## config.mk

```make
export PLATFORM = sky130hd
export DESIGN_NAME = hazard_ctrl
export DESIGN_NICKNAME = d
export VERILOG_FILES = /design/src/rtl/hazard_ctrl_pkg.sv /design/src/rtl/perf_sat_counter.sv /design/src/rtl/hazard_ctrl.sv
export SDC_FILE = /design/constraint.sdc
export NUM_CORES = 1
export LEC_CHECK = 0
export ABC_AREA = 0
export CAP_MARGIN = 5
export CELL_PAD_IN_SITES_DETAIL_PLACEMENT = 1
export CELL_PAD_IN_SITES_GLOBAL_PLACEMENT = 1
export CORE_MARGIN = 1
export CORE_UTILIZATION = 31
export DETAILED_ROUTE_END_ITERATION = 16
export PLACE_DENSITY = 0.75
export SKIP_CTS_REPAIR_TIMING = 1
export SLEW_MARGIN = 20
export SYNTH_ARGS = -nofsm -noshare
export SYNTH_HDL_FRONTEND = slang
export SYNTH_HIERARCHICAL = 1
export SYNTH_SLANG_ARGS = --single-unit
```

## constraint.sdc

```tcl
create_clock -name clk -period 2.7 [get_ports clk]
set_input_delay 0.675 -clock clk [delete_from_list [all_inputs] [get_ports clk]]
set_output_delay 0.675 -clock clk [all_outputs]
set_load 0.02 [all_outputs]
```

## src/rtl/hazard_ctrl_pkg.sv

```systemverilog
// Shared definitions for the pipeline hazard controller: FSM encoding and
// fixed core parameters.
package hazard_ctrl_pkg;

  localparam int REG_ADDR_W          = 5;
  localparam int DEFAULT_FLUSH_DEPTH = 1;
  localparam int FLUSH_CNT_W         = 3;

  typedef enum logic [1:0] {
    RUN      = 2'd0,
    MEM_WAIT = 2'd1,
    REDIRECT = 2'd2
  } hz_state_t;

endpackage

```

## src/rtl/perf_sat_counter.sv

```systemverilog
// Saturating event counter with synchronous clear; clear has priority over increment.
module perf_sat_counter #(
  parameter int WIDTH = 16
) (
  input  logic             clk,
  input  logic             rst,
  input  logic             inc,
  input  logic             clr,
  output logic [WIDTH-1:0] cnt
);

  always_ff @(posedge clk) begin
    if (rst || clr) begin
      cnt <= '0;
    end else if (inc && (cnt != '1)) begin
      cnt <= cnt + WIDTH'(1);
    end
  end

endmodule

```

## src/rtl/hazard_ctrl.sv

```systemverilog
// Stall/flush generator for the 5-stage core: load-use, EX-resolved redirects
// and data-memory waits, plus lost-cycle performance counters.
module hazard_ctrl
  import hazard_ctrl_pkg::*;
#(
  parameter int FLUSH_DEPTH = DEFAULT_FLUSH_DEPTH,
  parameter int CNT_WIDTH   = 16
) (
  input  logic                  clk,
  input  logic                  rst,
  input  logic [REG_ADDR_W-1:0] ID_rs1_add_i,
  input  logic [REG_ADDR_W-1:0] ID_rs2_add_i,
  input  logic                  ID_use_rs1_i,
  input  logic                  ID_use_rs2_i,
  input  logic [REG_ADDR_W-1:0] EX_rd_add_i,
  input  logic                  EX_RD_en_i,
  input  logic                  EX_branch_i,
  input  logic                  EX_jump_i,
  input  logic                  EX_zero_i,
  input  logic                  MEM_req_i,
  input  logic                  MEM_ready_i,
  input  logic                  cnt_clr_i,
  output logic                  pc_stall_o,
  output logic                  ifid_stall_o,
  output logic                  idex_stall_o,
  output logic                  exmem_stall_o,
  output logic                  ifid_flush_o,
  output logic                  idex_flush_o,
  output logic                  pc_sel_o,
  output logic [CNT_WIDTH-1:0]  stall_cycles_o,
  output logic [CNT_WIDTH-1:0]  flush_events_o
);

  hz_state_t              state, state_n, cur;
  logic [FLUSH_CNT_W-1:0] fl_cnt, fl_cnt_n;
  logic                   redirect, load_use, mem_wait;

  assign redirect = EX_jump_i | (EX_branch_i & EX_zero_i);
  assign mem_wait = MEM_req_i & ~MEM_ready_i;
  assign load_use = EX_RD_en_i && (EX_rd_add_i != '0) &&
                    ((ID_use_rs1_i && (ID_rs1_add_i == EX_rd_add_i)) ||
                     (ID_use_rs2_i && (ID_rs2_add_i == EX_rd_add_i)));

  always_ff @(posedge clk) begin
    if (rst) begin
      state  <= RUN;
      fl_cnt <= '0;
    end else begin
      state  <= state_n;
      fl_cnt <= fl_cnt_n;
    end
  end

  // While reset is held the strobes behave as in RUN.
  always_comb begin
    cur           = rst ? RUN : state;
    state_n       = cur;
    fl_cnt_n      = fl_cnt;
    pc_stall_o    = 1'b0;
    ifid_stall_o  = 1'b0;
    idex_stall_o  = 1'b0;
    exmem_stall_o = 1'b0;
    ifid_flush_o  = 1'b0;
    idex_flush_o  = 1'b0;
    pc_sel_o      = 1'b0;
    if (cur == REDIRECT) begin
      // IF/ID keeps being flushed; a flushed register is already a frozen bubble,
      // so its stall stays low to keep flush and stall exclusive.
      ifid_flush_o = 1'b1;
      if (mem_wait) begin
        pc_stall_o    = 1'b1;
        idex_stall_o  = 1'b1;
        exmem_stall_o = 1'b1;
      end else if (fl_cnt <= FLUSH_CNT_W'(1)) begin
        state_n = RUN;
      end else begin
        fl_cnt_n = fl_cnt - FLUSH_CNT_W'(1);
      end
    end else if (mem_wait) begin
      pc_stall_o    = 1'b1;
      ifid_stall_o  = 1'b1;
      idex_stall_o  = 1'b1;
      exmem_stall_o = 1'b1;
      state_n       = MEM_WAIT;
    end else if (redirect) begin
      pc_sel_o     = 1'b1;
      ifid_flush_o = 1'b1;
      idex_flush_o = 1'b1;
      state_n      = RUN;
      if (FLUSH_DEPTH > 1) begin
        fl_cnt_n = FLUSH_CNT_W'(FLUSH_DEPTH - 1);
        state_n  = REDIRECT;
      end
    end else begin
      state_n = RUN;
      if (load_use) begin
        pc_stall_o   = 1'b1;
        ifid_stall_o = 1'b1;
        idex_flush_o = 1'b1;
      end
    end
  end

  perf_sat_counter #(.WIDTH(CNT_WIDTH)) u_stall_cnt (
    .clk (clk),
    .rst (rst),
    .inc (pc_stall_o),
    .clr (cnt_clr_i),
    .cnt (stall_cycles_o)
  );

  perf_sat_counter #(.WIDTH(CNT_WIDTH)) u_flush_cnt (
    .clk (clk),
    .rst (rst),
    .inc (pc_sel_o),
    .clr (cnt_clr_i),
    .cnt (flush_events_o)
  );

endmodule

```

* After elaboration in Yosys (flattened, before gate mapping)
Cells that the tools add are included.
** Operators by class
- Add/subtract/negate cells :: 3
- Order comparisons :: 1
- Equal/unequal tests :: 5
- Muxes and demuxes :: 18
- Bitwise logic cells :: 6
- Reduce and logical (&&, ||, !) cells :: 10
** Operators with widths (number)
- adder 16 x 1 -> 16 bit (second input constant) :: 2
- != test 16 bit (second input constant) :: 2
- 2-to-1 mux 1 bit :: 14
- == test 5 bit :: 2
- 2-to-1 mux 2 bit :: 4
- logical AND 1 bit :: 6
- nonzero test 5 bit :: 1
- less-or-equal comparator 3 x 1 -> 1 bit (second input constant) :: 1
- NOT 1 bit :: 3
- AND reduction 3 bit :: 1
- subtractor 3 x 1 -> 3 bit (second input constant) :: 1
- bitwise AND 1 bit :: 2
- == test 2 bit (second input constant) :: 1
- logical OR 1 bit :: 2
- bitwise OR 1 bit :: 1
** Storage, ports and cells
- Register bits :: 37
- Output and inout bits :: 39
- Word-level logic and storage cells :: 47

* Depth between registers and ports, before layout
- Depth after elaboration :: 9
- Mapped depth :: 8
- Gate-level depth less buffers :: 8

* Modules after synthesis
Netlist, hierarchy kept.
** Modules (own cells, without submodules)
- perf_sat_counter :: instances 2, cells an instance 95, area an instance 847.1 µm²
- hazard_ctrl :: instances 1, cells an instance 53, area an instance 454.2 µm²

* Worst setup path before layout
OpenSTA, ideal clock, no wires.
- Path type :: input -> register
- Start point :: input EX_rd_add_i[3]
- End point :: register u_stall_cnt.cnt[14]
- Library setup time :: 0.070 ns
- Arrival time :: 3.088 ns
- Required time :: 2.630 ns
- Setup slack :: -0.458 ns
- Stages on the path :: 8
- Path buffers :: 0
- Path through :: xor2_1 nor4_2 a32oi_1 o41ai_2 nand4_1 a41o_1 or3_1 a21oi_1
** Between the ends
- Cells in the longest elaborated chain, start to end :: 9
- Elaborated cells on any way between the ends :: 13
- Classes of those cells :: eq/ne: 2; mux: 4; reduce/logical: 7
** RTL lines
- start: declaration :: RTL line hazard_ctrl.sv:15 : input logic [REG_ADDR_W-1:0] EX_rd_add_i,
- == test 5 bit, on equally long branches :: RTL line hazard_ctrl.sv:41, hazard_ctrl.sv:42
- logical AND 1 bit, on equally long branches :: RTL line hazard_ctrl.sv:41, hazard_ctrl.sv:42
- logical OR 1 bit :: RTL line hazard_ctrl.sv:41 : ((ID_use_rs1_i && (ID_rs1_add_i == EX_rd_add_i)) ||
- logical AND 1 bit * :: RTL line hazard_ctrl.sv:40 : assign load_use = EX_RD_en_i && (EX_rd_add_i != '0) &&
- 2-to-1 mux 1 bit * :: RTL line hazard_ctrl.sv:96 : if (load_use) begin
- 2-to-1 mux 1 bit * :: RTL line hazard_ctrl.sv:85 : end else if (redirect) begin
- 2-to-1 mux 1 bit * :: RTL line hazard_ctrl.sv:79 : end else if (mem_wait) begin
- 2-to-1 mux 1 bit * :: RTL line hazard_ctrl.sv:66 : if (cur == REDIRECT) begin
- via pc_stall_o :: RTL line hazard_ctrl.sv:23 : output logic pc_stall_o,
- logical AND 1 bit * :: RTL line perf_sat_counter.sv:15 : end else if (inc && (cnt != '1)) begin
- end signal: assignment :: RTL line perf_sat_counter.sv:16 : cnt <= cnt + WIDTH'(1);
- end: declaration :: RTL line perf_sat_counter.sv:9 : output logic [WIDTH-1:0] cnt
The timed path passes the listed nets; every way through them passes the cells marked *.
A chain may end at the register's enable or synchronous reset.

* Worst setup path after layout
- Start point :: input EX_rd_add_i[4]
- End point :: output ifid_stall_o
** Between the ends
- Cells in the longest elaborated chain, start to end :: 8
- Elaborated cells on any way between the ends :: 12
- Classes of those cells :: eq/ne: 2; mux: 4; reduce/logical: 6
** RTL lines
- == test 5 bit, on equally long branches :: RTL line hazard_ctrl.sv:41, hazard_ctrl.sv:42
- logical AND 1 bit, on equally long branches :: RTL line hazard_ctrl.sv:41, hazard_ctrl.sv:42
- logical OR 1 bit :: RTL line hazard_ctrl.sv:41
- logical AND 1 bit * :: RTL line hazard_ctrl.sv:40
- 2-to-1 mux 1 bit * :: RTL line hazard_ctrl.sv:96
- 2-to-1 mux 1 bit * :: RTL line hazard_ctrl.sv:85
- 2-to-1 mux 1 bit * :: RTL line hazard_ctrl.sv:79
- 2-to-1 mux 1 bit * :: RTL line hazard_ctrl.sv:66
- end: declaration :: RTL line hazard_ctrl.sv:24 : output logic ifid_stall_o,
Mark *: on every way between the ends. The rest lies on a longest branch, timed or not.

==> results.cfg <==
[cts]
h-tree-depth = 2
cts.path.max_buffers = 2
insertion_delay_ns = 0.30
clkTransAtPathRegs_ns = 0.08
numCtsBuffers = 5
cts_sinks = 37
cts-root-buf = clkbuf_8
cts_tree = yes

[grt]
grt_pass1_vias = 2238
grt_pass1_wl_mm = 10.9
antenna_found_initial = 0
grtUsageTotal = 0.184
grt_max_degree = 16
gr-total-overflow = 0

[sta]
fmax_mhz = 373
finalHoldViolCount = 0
whs_ns = 0.520
slew_headroom = 0.526
period_needed_ns = 2.68
setup_viol = 0
setup_slack_ns = 0.0171
tightest_slew_ns = 0.705
rsz0062_at_grt = yes
finalSetupTns_ns = 0
skew_ns = 0.0155
fin_crit_sh = 0.994
slew_viol_final = 0

[power]
cell_internal_pwr_uw = 900
comb_power_share = 0.128
power.share.clock = 0.416
p_per_area_nw_per_um2 = 374
total_power_mw = 1.21
switching_share = 0.254
peakVddDrop_v = 0.000162
switchingPower_uw = 307
p_seq_frac = 0.456
p_leak_nw = 1.33

[floorplan]
core_um2 = 6530
die_area_um2 = 7270
die_y_um = 85.2
io-pin-count = 65
initial_core_util = 0.329
rows = 29
die_w_um = 85.2

[worst_setup_path]
critPathMaxFanout = 3
worst-setup-path-type = primary input to output port
reg2reg_depth = 10
required_ns = 2.03
cp.arrival_ns = 2.01
startpoint_type = primary input
cp-end-kind = output port

[layout]
fin_nets = 360
regArea_um2 = 741
synthToLayoutAreaGrowth_pct = 50.0
nFillCells = 785
drive_above_1_share = 0.196
n_antenna_cell = 0
multiInputGateArea_um2 = 1430

[placed_design]
hpwl_mm = 4.89
routabilityCongestion = 0.808
place_ws_ns = -0.846
numPortBuffers = 64

[synthesis]
synth-edff-count = 0
ys_ff_latch = 37
syn_inst = 243
ys_types = 42
yosysMostFrequentCell = dfxtp_1
synthTopCellsByCount = dfxtp_1, a21oi_1, nor2_1
seq_area_frac_synth = 0.345
synth_area_leader_cell = dfxtp_1
syn_nets = 273
synthArstFlopShare = 0
syn_avg_cell_area_um2 = 8.84
syn_area_um2 = 2150
synth.top_cell.area_share = 0.345
ys.warnings.count = 6
yosys_most_used_dff = dfxtp_1
synth_area_leaders = dfxtp_1, xor2_1, a21oi_1, a41o_1, nor2_1

[routing]
drt_iter0_drc = 41
drt-total-wl_mm = 6.79
postRouteAntennaNets = 0
vias = 2299
wl_per_cell_um = 16.6
first_pass_iters = 4
drc = 0
via_per_inst = 5.63

[status]
status = finished, final reports clean

[hold_path]
min_path_type = flip-flop to flip-flop
holdPathStages = 2

[flow_run]
drv_cap = 0
-- worst paths after layout --
kind,from,end,slack (ns)
worst max register to register,state[0],u_flush_cnt/cnt[6],0.66
worst min-delay path,u_stall_cnt/cnt[1],u_stall_cnt/cnt[1],0.52
worst min register to register,u_stall_cnt/cnt[1],u_stall_cnt/cnt[1],0.52
worst max-delay path,EX_rd_add_i[4],ifid_stall_o,0.02
-- final cells by class --
type / instances / area share
sequential: 37 / 0.230
timing repair buffer: 87 / 0.255
tap: 77 / 0.0299
clock buffer: 5 / 0.0214
clock inverter: 3 / 0.0144
multi-input combinational: 193 / 0.443
inverter: 6 / 0.00699
-- sequential cells by signal (all words and copies together), names as in the netlist --
name             cells
u_flush_cnt/cnt     16
fl_cnt               3
u_stall_cnt/cnt     16
state                2
-- worst max-delay path, cell delays in order --
cell and delay (ns):
dlymetal6s2s_1 0.17, xor2_1 0.19, nor4_2 0.34, a32oi_4 0.12, o31ai_1 0.28, buf_2 0.22
-- power groups by stage --
| stage | logic [mW] | registers, mW | clock network [mW] |
|---|---|---|---|
| global placement | 0.144 | 0.563 | 0 |
| finish | 0.154 | 0.551 | 0.501 |
| floorplan | 0.0589 | 0.565 | 0 |
| global route | 0.166 | 0.551 | 0.537 |
| CTS | 0.148 | 0.551 | 0.519 |
| detailed placement | 0.148 | 0.564 | 0 |
-- placed cells by master (no fill, tap or decap), types with 2 or more instances in the layout --
master / instances
or3_1: 10
o41ai_2: 2
clkbuf_2: 4
nand4_4: 2
or2_2: 2
nand3_1: 11
o211a_1: 2
o21ai_1: 3
and3_4: 2
a41o_1: 8
buf_4: 25
o21ai_0: 9
nor3_1: 3
nand2_1: 14
clkdlybuf4s50_1: 42
dfxtp_1: 37
ha_1: 4
a211oi_1: 2
or4_4: 2
nand4_1: 10
and2_1: 4
inv_1: 6
xnor2_1: 4
dlymetal6s2s_1: 15
o31ai_1: 7
or4_1: 7
and4_1: 8
clkbuf_8: 5
xor2_1: 12
nor2_1: 19
a31oi_1: 6
a21oi_1: 19
nor4_2: 3
nand4_2: 2
-- kinds of logic (layout without fill, tap and decap cells) --
logic type	Yosys count	count (layout)	synth area share
AND/OR/NAND/NOR	105	105	0.312
AO/OA/AOI/OAI	65	65	0.216
adder cells (fa/ha/maj)	4	4	0.0233
multiplexers	1	1	0.00524
flip-flops	37	37	0.345
XOR/XNOR	18	18	0.0734
buffers and inverters	13	101	0.0256
-- metal layers --
| layer | GRT usage | wire [um] | share of wire |
|---|---|---|---|
| met1 | 0.227 | 2980 | 0.44 |
| met3 | 0.0321 | 198 | 0.029 |
| met4 | 0.0462 | 102 | 0.015 |
| met5 | 0 | 0 | 0 |
| met2 | 0.331 | 3510 | 0.52 |
-- through the flow --
step                      area, um2  utilization  instances
after floorplan                2160            -        243
after global placement         3030        0.464        399
after detailed placement       3030        0.464        399
after CTS                      3140        0.481        407
after global routing           3220        0.493        408
final                          3220        0.493        408
Note: power is estimated with default switching activity, not from simulation.
